--- config.mk ---
export PLATFORM = sky130hd
export DESIGN_NAME = score_accumulator
export DESIGN_NICKNAME = d
export VERILOG_FILES = /design/src/rtl/baccarat_pkg.sv /design/src/rtl/card_value.sv /design/src/rtl/score_accumulator.sv
export SDC_FILE = /design/constraint.sdc
export NUM_CORES = 1
export LEC_CHECK = 0
export CELL_PAD_IN_SITES_DETAIL_PLACEMENT = 0
export CELL_PAD_IN_SITES_GLOBAL_PLACEMENT = 2
export CORE_AREA = 2 2 55 57
export DETAILED_ROUTE_END_ITERATION = 10
export DIE_AREA = 0 0 57 59
export PLACE_DENSITY_LB_ADDON = 0.1
export SLEW_MARGIN = 20
export SYNTH_ARGS = -nofsm -noshare
export SYNTH_HDL_FRONTEND = slang
export SYNTH_SLANG_ARGS = --single-unit
--- constraint.sdc ---
create_clock -name slow_clock -period 8.5 [get_ports slow_clock]
set_clock_uncertainty 0.15 [all_clocks]
set_input_delay 1.7 -clock slow_clock [delete_from_list [all_inputs] [get_ports slow_clock]]
set_output_delay 1.7 -clock slow_clock [all_outputs]
set_load 0.01 [all_outputs]
--- src/rtl/baccarat_pkg.sv ---
// Shared definitions for the baccarat hand-scoring blocks: hand FSM states,
// rank code limits and default scoring parameters.
package baccarat_pkg;

  typedef enum logic [1:0] {
    EMPTY   = 2'd0,
    PARTIAL = 2'd1,
    FULL    = 2'd2
  } hand_state_e;

  localparam int unsigned RANK_ACE  = 1;
  localparam int unsigned RANK_KING = 13;

  localparam int DEFAULT_MOD      = 10;
  localparam int DEFAULT_FACE_MAX = 9;

endpackage

--- src/rtl/card_value.sv ---
// Combinational rank-to-points mapping: ranks above FACE_MAX score zero,
// codes outside ace..king are flagged as illegal.
module card_value
  import baccarat_pkg::*;
#(
  parameter int CARD_W   = 4,
  parameter int VAL_W    = 4,
  parameter int FACE_MAX = DEFAULT_FACE_MAX
) (
  input  logic [CARD_W-1:0] rank_i,
  output logic [VAL_W-1:0]  value_o,
  output logic              illegal_o
);

  logic [31:0] rank_ext;

  always_comb begin
    rank_ext  = 32'(rank_i);
    illegal_o = (rank_ext < RANK_ACE) || (rank_ext > RANK_KING);
    // FACE_MAX < MOD guarantees a scoring rank fits in VAL_W bits
    if (rank_ext > 32'(FACE_MAX)) begin
      value_o = '0;
    end else begin
      value_o = VAL_W'(rank_i);
    end
  end

endmodule

--- src/rtl/score_accumulator.sv ---
// Baccarat hand accumulator: accepts up to NUM_CARDS cards, keeps the running
// total mod MOD, and reports natural / full / sticky illegal-code status.
module score_accumulator
  import baccarat_pkg::*;
#(
  parameter int NUM_CARDS = 3,
  parameter int CARD_W    = 4,
  parameter int FACE_MAX  = DEFAULT_FACE_MAX,
  parameter int MOD       = DEFAULT_MOD
) (
  input  logic                             slow_clock,
  input  logic                             resetb,
  input  logic                             clear,
  input  logic                             card_valid,
  input  logic [CARD_W-1:0]                card,
  output logic                             card_ready,
  output logic [$clog2(MOD)-1:0]           score,
  output logic [$clog2(NUM_CARDS+1)-1:0]   count,
  output logic                             natural,
  output logic                             full,
  output logic                             illegal
);

  localparam int SCORE_W = $clog2(MOD);
  localparam int COUNT_W = $clog2(NUM_CARDS + 1);
  localparam int SUM_W   = SCORE_W + 1;

  hand_state_e        state_q, state_d;
  logic [SCORE_W-1:0] score_q, score_d;
  logic [COUNT_W-1:0] count_q, count_d;
  logic               natural_q, natural_d;
  logic               illegal_q, illegal_d;

  logic [SCORE_W-1:0] card_val;
  logic               card_bad;
  logic               offered;
  logic               accept;
  logic [SUM_W-1:0]   sum;
  logic [SUM_W-1:0]   sum_wrapped;

  card_value #(
    .CARD_W   (CARD_W),
    .VAL_W    (SCORE_W),
    .FACE_MAX (FACE_MAX)
  ) u_card_value (
    .rank_i    (card),
    .value_o   (card_val),
    .illegal_o (card_bad)
  );

  assign full       = (state_q == FULL);
  assign card_ready = !full;
  assign score      = score_q;
  assign count      = count_q;
  assign natural    = natural_q;
  assign illegal    = illegal_q;

  // Both operands are below MOD, so one conditional subtract suffices and
  // the extra sum bit keeps MOD == 2**SCORE_W from overflowing.
  always_comb begin
    sum         = SUM_W'(score_q) + SUM_W'(card_val);
    sum_wrapped = (sum >= SUM_W'(MOD)) ? (sum - SUM_W'(MOD)) : sum;
  end

  always_comb begin
    offered = card_valid && card_ready && !clear;
    accept  = offered && !card_bad;
  end

  always_comb begin
    state_d   = state_q;
    score_d   = score_q;
    count_d   = count_q;
    illegal_d = illegal_q;

    if (clear) begin
      state_d   = EMPTY;
      score_d   = '0;
      count_d   = '0;
      illegal_d = 1'b0;
    end else begin
      if (offered && card_bad) begin
        illegal_d = 1'b1;
      end
      if (accept) begin
        score_d = SCORE_W'(sum_wrapped);
        count_d = count_q + COUNT_W'(1);
      end
      case (state_q)
        EMPTY: begin
          if (accept) begin
            state_d = (count_d == COUNT_W'(NUM_CARDS)) ? FULL : PARTIAL;
          end
        end
        PARTIAL: begin
          if (accept && (count_d == COUNT_W'(NUM_CARDS))) begin
            state_d = FULL;
          end
        end
        FULL: begin
          state_d = FULL;
        end
        default: begin
          state_d = EMPTY;
        end
      endcase
    end

    natural_d = (count_d == COUNT_W'(2)) && (32'(score_d) >= 32'(MOD - 2));
  end

  always_ff @(posedge slow_clock) begin
    if (!resetb) begin
      state_q   <= EMPTY;
      score_q   <= '0;
      count_q   <= '0;
      natural_q <= 1'b0;
      illegal_q <= 1'b0;
    end else begin
      state_q   <= state_d;
      score_q   <= score_d;
      count_q   <= count_d;
      natural_q <= natural_d;
      illegal_q <= illegal_d;
    end
  end

endmodule

==> metrics.csv <==
stage,metric,value,unit
setup_path,r2r-start,score[0],
finish,fillers,292,
detailed_routing,viasPerCell,5.06,
setup_path,endpoint_kind,register,
logic_synthesis,synth_edf_count,0,
run_status,outcome,completed,
floorplanning,die_area,0.00336,mm^2
logic_synthesis,yosysWarnings,0,
clock_network,clk_pin_slew,70,ps
timing,hold_viol,0,
place,place_worst_setup_slack,3780,ps
detailed_routing,wirelength,1910,um
floorplanning,coreArea,0.00271,mm^2
hold_path,holdPathStages,2,
finish,nets,131,
finish,final_common_cell,clkdlybuf4s50_1,
global_routing,antenna_found_initial,0,
power,power_per_cell_area,107,mW/mm^2
floorplanning,initial_core_util,30.3,%
timing,slew_headroom,73.3,%
logic_synthesis,synth_nets,111,
clock_network,htreeDepth,1,
floorplanning,die_h,59,um
timing,setup_tns,0,ps
timing,finalCritPeriodShare,52.4,%
logic_synthesis,ys_seq_elements,10,
hold_path,hold_end,illegal,
logic_synthesis,synth_area_leaders,"dfxtp_1 (24%), ha_1 (14%), a21oi_1 (4.9%)",
timing,layout_setup_ws,4050,ps
setup_path,worstPathArrival,4510,ps
power,leakage,0.000451,uW
timing,setup_viol,0,
clock_network,cts_buffer_depth,2,
floorplanning,ios,18,
place,hpwl,1530,um
setup_path,r2r-end,score[1],
finish,drive_gt1_share,12.6,%
hold_path,hp-class,reg2reg,
clock_network,numClockSinks,10,
timing,finalMaxSlewViolations,0,
clock_network,clk_latency,260,ps
power,ir_drop,88.5,uV
detailed_routing,drtIter0Drc,33,
logic_synthesis,post-synth-top-area-cell,dfxtp_1,
setup_path,critPathRequiredTime,8560,ps
setup_path,crit_type,in2reg,
power,p_total,111,uW
timing,rsz0062_at_grt,false,
setup_path,slowest_stage,clkdlybuf4s50_1,
floorplanning,chipWidth,57,um
logic_synthesis,syn_area,822,um^2
global_routing,grt_start_max_net_pins,13,
clock_network,numCtsBuffers,3,
global_routing,grt.overflow.total,0,
clock_network,ctsResizeCount,0,
detailed_routing,first_pass_iters,4,
place,gp_congestion,0.738,
hold_path,hold_start,illegal,
detailed_routing,wl_per_cell,13.5,um
detailed_routing,ant_nets,0,
timing,fin_crit,4450,ps
finish,area_growth,26.2,%
finish,antenna_cells,0,
clock_network,cts-root-buf,clkbuf_4,
logic_synthesis,syn_avg_cell_area,8.84,um^2
logic_synthesis,synth-async-reset-ratio,0,%
clock_network,hold_buffers,0,
run,maxCapViolations,0,
global_routing,grt_pass1_wl,3050,um
clock_network,post_cts_buffers,0,
clock_network,cts_tree,built,
setup_path,max_stage_delay,550,ps
place,numPortBuffers,17,
setup_path,path_buf_inv,1,
detailed_routing,drc_errors,0,
setup_path,cpMostUsedCell,ha_1,
global_routing,track_usage,12.2,%
logic_synthesis,ys_seq_area_share,24.4,%
timing,clock.fmax,0.225,GHz
timing,tightest_slew,399,ps
floorplanning,fp-row-count,19,
finish,final_cell_mix,"clkdlybuf4s50_1 (17), dfxtp_1 (10), ha_1 (9)",
logic_synthesis,synth_cell_type_count,40,
setup_path,crit_fanout,5,
setup_path,critical-path-top-delay-family,adder cells,
setup_path,ff2ff_setup_slack,5960,ps
detailed_routing,vias,719,
logic_synthesis,synth_top_cell_area_share,24.4,%
setup_path,cp-start-kind,primary input,
logic_synthesis,synthCells,93,
global_routing,first_global_vias,682,
setup_path,cp_cell_sequence,clkdlybuf4s50_1 > o21ai_0 > and2_1 > ha_1 > fa_1 > xnor2_2 > ha_1 > a21boi_0 > o31a_1 > or4_1 > nand3_1,
setup_path,rr_worst_depth,8,
logic_synthesis,synthFlopType,dfxtp_1,
-- worst max path at each step --
stage | start | to | slack (ps) | cells past startpoint
finish | card[2] | score[1] | 4050 | 11
global route | card[2] | score[1] | 3910 | 11
CTS | card[2] | score[1] | 4050 | 11
detailed placement | card[2] | score[1] | 3780 | 11
global placement | card[2] | score[1] | 3830 | 11
floorplan | card[2] | score[1] | 4490 | 10
-- stage by stage --
stage | cells | instance area, um^2 | hold WS [ps] | util, %
after floorplan | 93 | 822 | 318 | -
after global placement | 139 | 1010 | 305 | 37.4
after detailed placement | 139 | 1010 | 315 | 37.4
after CTS | 142 | 1040 | 333 | 38.3
after global routing | 142 | 1040 | 362 | 38.3
final | 142 | 1040 | 326 | 38.3
-- layer usage --
metal  vias up  wire length [um]  track usage [%]  share of wire, %
met5         -                 0                0                 0
met4         0                15             6.98              0.79
met3         2               110             3.28               5.8
met2        17               847             18.9                44
met1       331               936             15.5                49
li1        369                 -                -                 -
-- worst reg2reg max path: cells and delay by family (launching register included) --
family | cells | cell delay (ps)
DFF | 1 | 330
and+or+nand+nor | 2 | 470
AOI/OAI and AO/OA | 2 | 440
xor gates and xnor gates | 1 | 190
adders and majority gates | 3 | 920
-- flip-flops by register name (all words and copies together), names as in the netlist --
signal   flops
state_q      2
count        2
score        4
natural      1
illegal      1
-- layout make-up --
type                       count  area, um^2  share of cell area [%]
inverter                       6        22.5                    2.17
timing repair buffer          17         170                    16.4
clock buffer                   3        22.5                    2.17
multi-input combinational     75         583                    56.2
sequential                    10         200                    19.3
tap                           31        38.8                    3.74
-- cell usage after synthesis (2+ instances only) --
master    instances
nor2_1            5
nand3b_1          2
o21ai_0           4
a21o_1            2
nor2b_1           3
and2b_2           3
nand3_1           4
dfxtp_1          10
a21oi_1           8
ha_1              9
inv_1             6
a211oi_1          2
nand2_1           6
xnor2_1           2
mux2i_1           2
-- power breakdown --
part / internal (uW) / leakage [uW] / switching, uW
registers: 47.9 / 0.0000810 / 1.03
logic: 14.3 / 0.000356 / 14.1
clock network: 16.4 / 0.0000138 / 17.2
-- cell families after synthesis --
logic type      Yosys count  synth area share (%)
buf+inv                   8                  4.72
xor+xnor                  3                  4.11
fa+ha+maj                10                  16.1
compound gates           24                  19.3
simple gates             36                  28.9
flops                    10                  24.4
mux                       2                  2.44
Power figures use the tool's default switching activity.
==> RTL edit: new RTL, same settings <==
Set the parameter `NUM_CARDS` to 2 (it was 3).
--- a/src/rtl/score_accumulator.sv
+++ b/src/rtl/score_accumulator.sv
@@ -5,3 +5,3 @@
 #(
-  parameter int NUM_CARDS = 3,
+  parameter int NUM_CARDS = 2,
   parameter int CARD_W    = 4,
Formal check against the unedited RTL: not equivalent (a bounded check fails within 4 cycles, from zero or initial values and one cycle with resetb low).
==> RTL edit against the original RTL <==
Cell count grew 7.7%; die area unchanged; routed wire length is 7.2% higher; synthesized cell count rose by 12%; sequential power down 0.8%; total power shrank 2.7%; fmax grew 3.8%; area after synthesis is 5.5% higher; setup slack better by 0.16 ns; sequential cell count did not move; worst hold slack gained 0.0025 ns; combinational power fell by 7.4%; final area increased by 4.5%; largest power group unchanged.
==> RTL edit: results (changes against the original RTL) <==
* Syn Inst Count at 104 (+12%)
* Final WL at 2050 µm (+7.2%)
* Fin cells at 153 (+7.7%)
* First-pass GRT wire length at 3260 µm (+7.0%)
* Worst-Margin Slew at 0.566 ns (+0.168 ns)
* Most frequent cells after synthesis: 10 x dfxtp_1, 9 x ha_1, 9 x inv_1
* Syn Nets at 122 (+9.9%)
* Status: finished clean
* Antenna Cells at 0 (unchanged)
* Crit-path max FO at 5 (unchanged)
* Post-synth EDFFs at 0 (unchanged)
* Vias in the first global route at 729 (+6.9%)
* H-tree depth at 1 (unchanged)
* Unique masters post-synth at 38 (-5.0%)
* Hold slack at 0.328 ns (+0.00249 ns)
* CP peak stage delay at 0.53 ns (-0.02 ns)
* Layout cells sized above 1 at 0.0820 (-0.0442)
* VDD IR max at 0.0577 mV (-35%)
* Dpl ws at 3.93 ns (+0.150 ns)
* Part of the Yosys area used for sequential elements at 0.231 (-0.0127)
* Worst-path cell with the longest stage delay: clkdlybuf4s50_1
* FFs w/ async S/R, synth at 0 (unchanged)
* Max FFs per register at 4 (unchanged)
* Initial DRT Pass Iterations at 4 (unchanged)
* Hold Buf Count CTS at 0 (unchanged)
* Pleak at 0.000438 µW (-2.7%)
* Global-route usage over all layers at 0.125 (+0.00264)
* CTS clk-pin slew, worst paths at 0.07 ns (about the same)
* Synth top area cells: dfxtp_1 23%, ha_1 13%, nand3_1 4.6%, inv_1 3.9%, nor2_1 3.0%
* Detailed placer's ending HPWL at 1660 µm (+8.7%)
* Max_cap viols at 0 (unchanged)
* DRT iter0 DRCs at 33 (unchanged)
* Placer congestion estimate at 0.846 (+15%)
* Period utilisation layout at 0.505 (-0.0193)
* Nets at 142 (+8.4%)
* Fillers at 288 (-1.4%)
* Largest net degree at the start of global routing at 10 (-3)
* Vias/cell at 5.41 (+6.9%)
* Setup slack, reg-to-reg at 6.09 ns (+0.13 ns)
-- RTL edit: stage by stage --
step | total power (µW) | instance area, µm²
floorplan | 66.6 | 867
global placement | 76.0 | 1060
detailed placement | 75.7 | 1060
global route | 115 | 1080
finish | 108 | 1080
CTS | 110 | 1080
-- RTL edit: cells by family (layout without fill, tap and decap cells) --
family                   Yosys count  count (layout)  synth area share
AND/OR/NAND/NOR                   47              47             0.333
AO/OA/AOI/OAI                     23              23             0.196
buffers and inverters             11              29            0.0563
adder cells (fa/ha/maj)           10              10             0.153
flip-flops                        10              10             0.231
XOR/XNOR                           3               3            0.0303
-- RTL edit: routing by layer --
metal  up-vias  track usage  wire length, µm
li1        429            -                -
met3         2       0.0328               62
met5         -            0                0
met1       383        0.166             1040
met4         0       0.0199                8
met2        14        0.209              937
-- RTL edit: cell type report --
cell class | count | area (µm²) | area share
clock buffers | 3 | 22.5 | 0.0208
inverters | 9 | 33.8 | 0.0312
multi-input cells | 83 | 618 | 0.570
flip-flops and latches | 10 | 200 | 0.185
well taps | 31 | 38.8 | 0.0358
repair buffers | 17 | 170 | 0.157
-- RTL edit: worst paths after layout --
path / start / endpoint / depth (start not counted)
max reg2reg: score[0] / natural / 7
min: illegal / illegal / 2
min reg2reg: illegal / illegal / 2
max: card[2] / natural / 10
-- RTL edit: worst max-delay path: cells and delay by family --
kind	cells	cell delay [ns]
adder cells (fa/ha/maj)	3	0.86
AND/OR/NAND/NOR	2	0.68
buffers and inverters	2	0.60
AO/OA/AOI/OAI	2	0.27
XOR/XNOR	1	0.23
-- RTL edit: power by group --
group	internal [µW]	leakage, µW	total [µW]	switching [µW]
sequential	47.7	0.0000808	48.5	0.845
clock	16.3	0.0000138	33.0	16.7
combinational	12.3	0.000344	26.3	14.0
total	76.3	0.000438	108	31.5
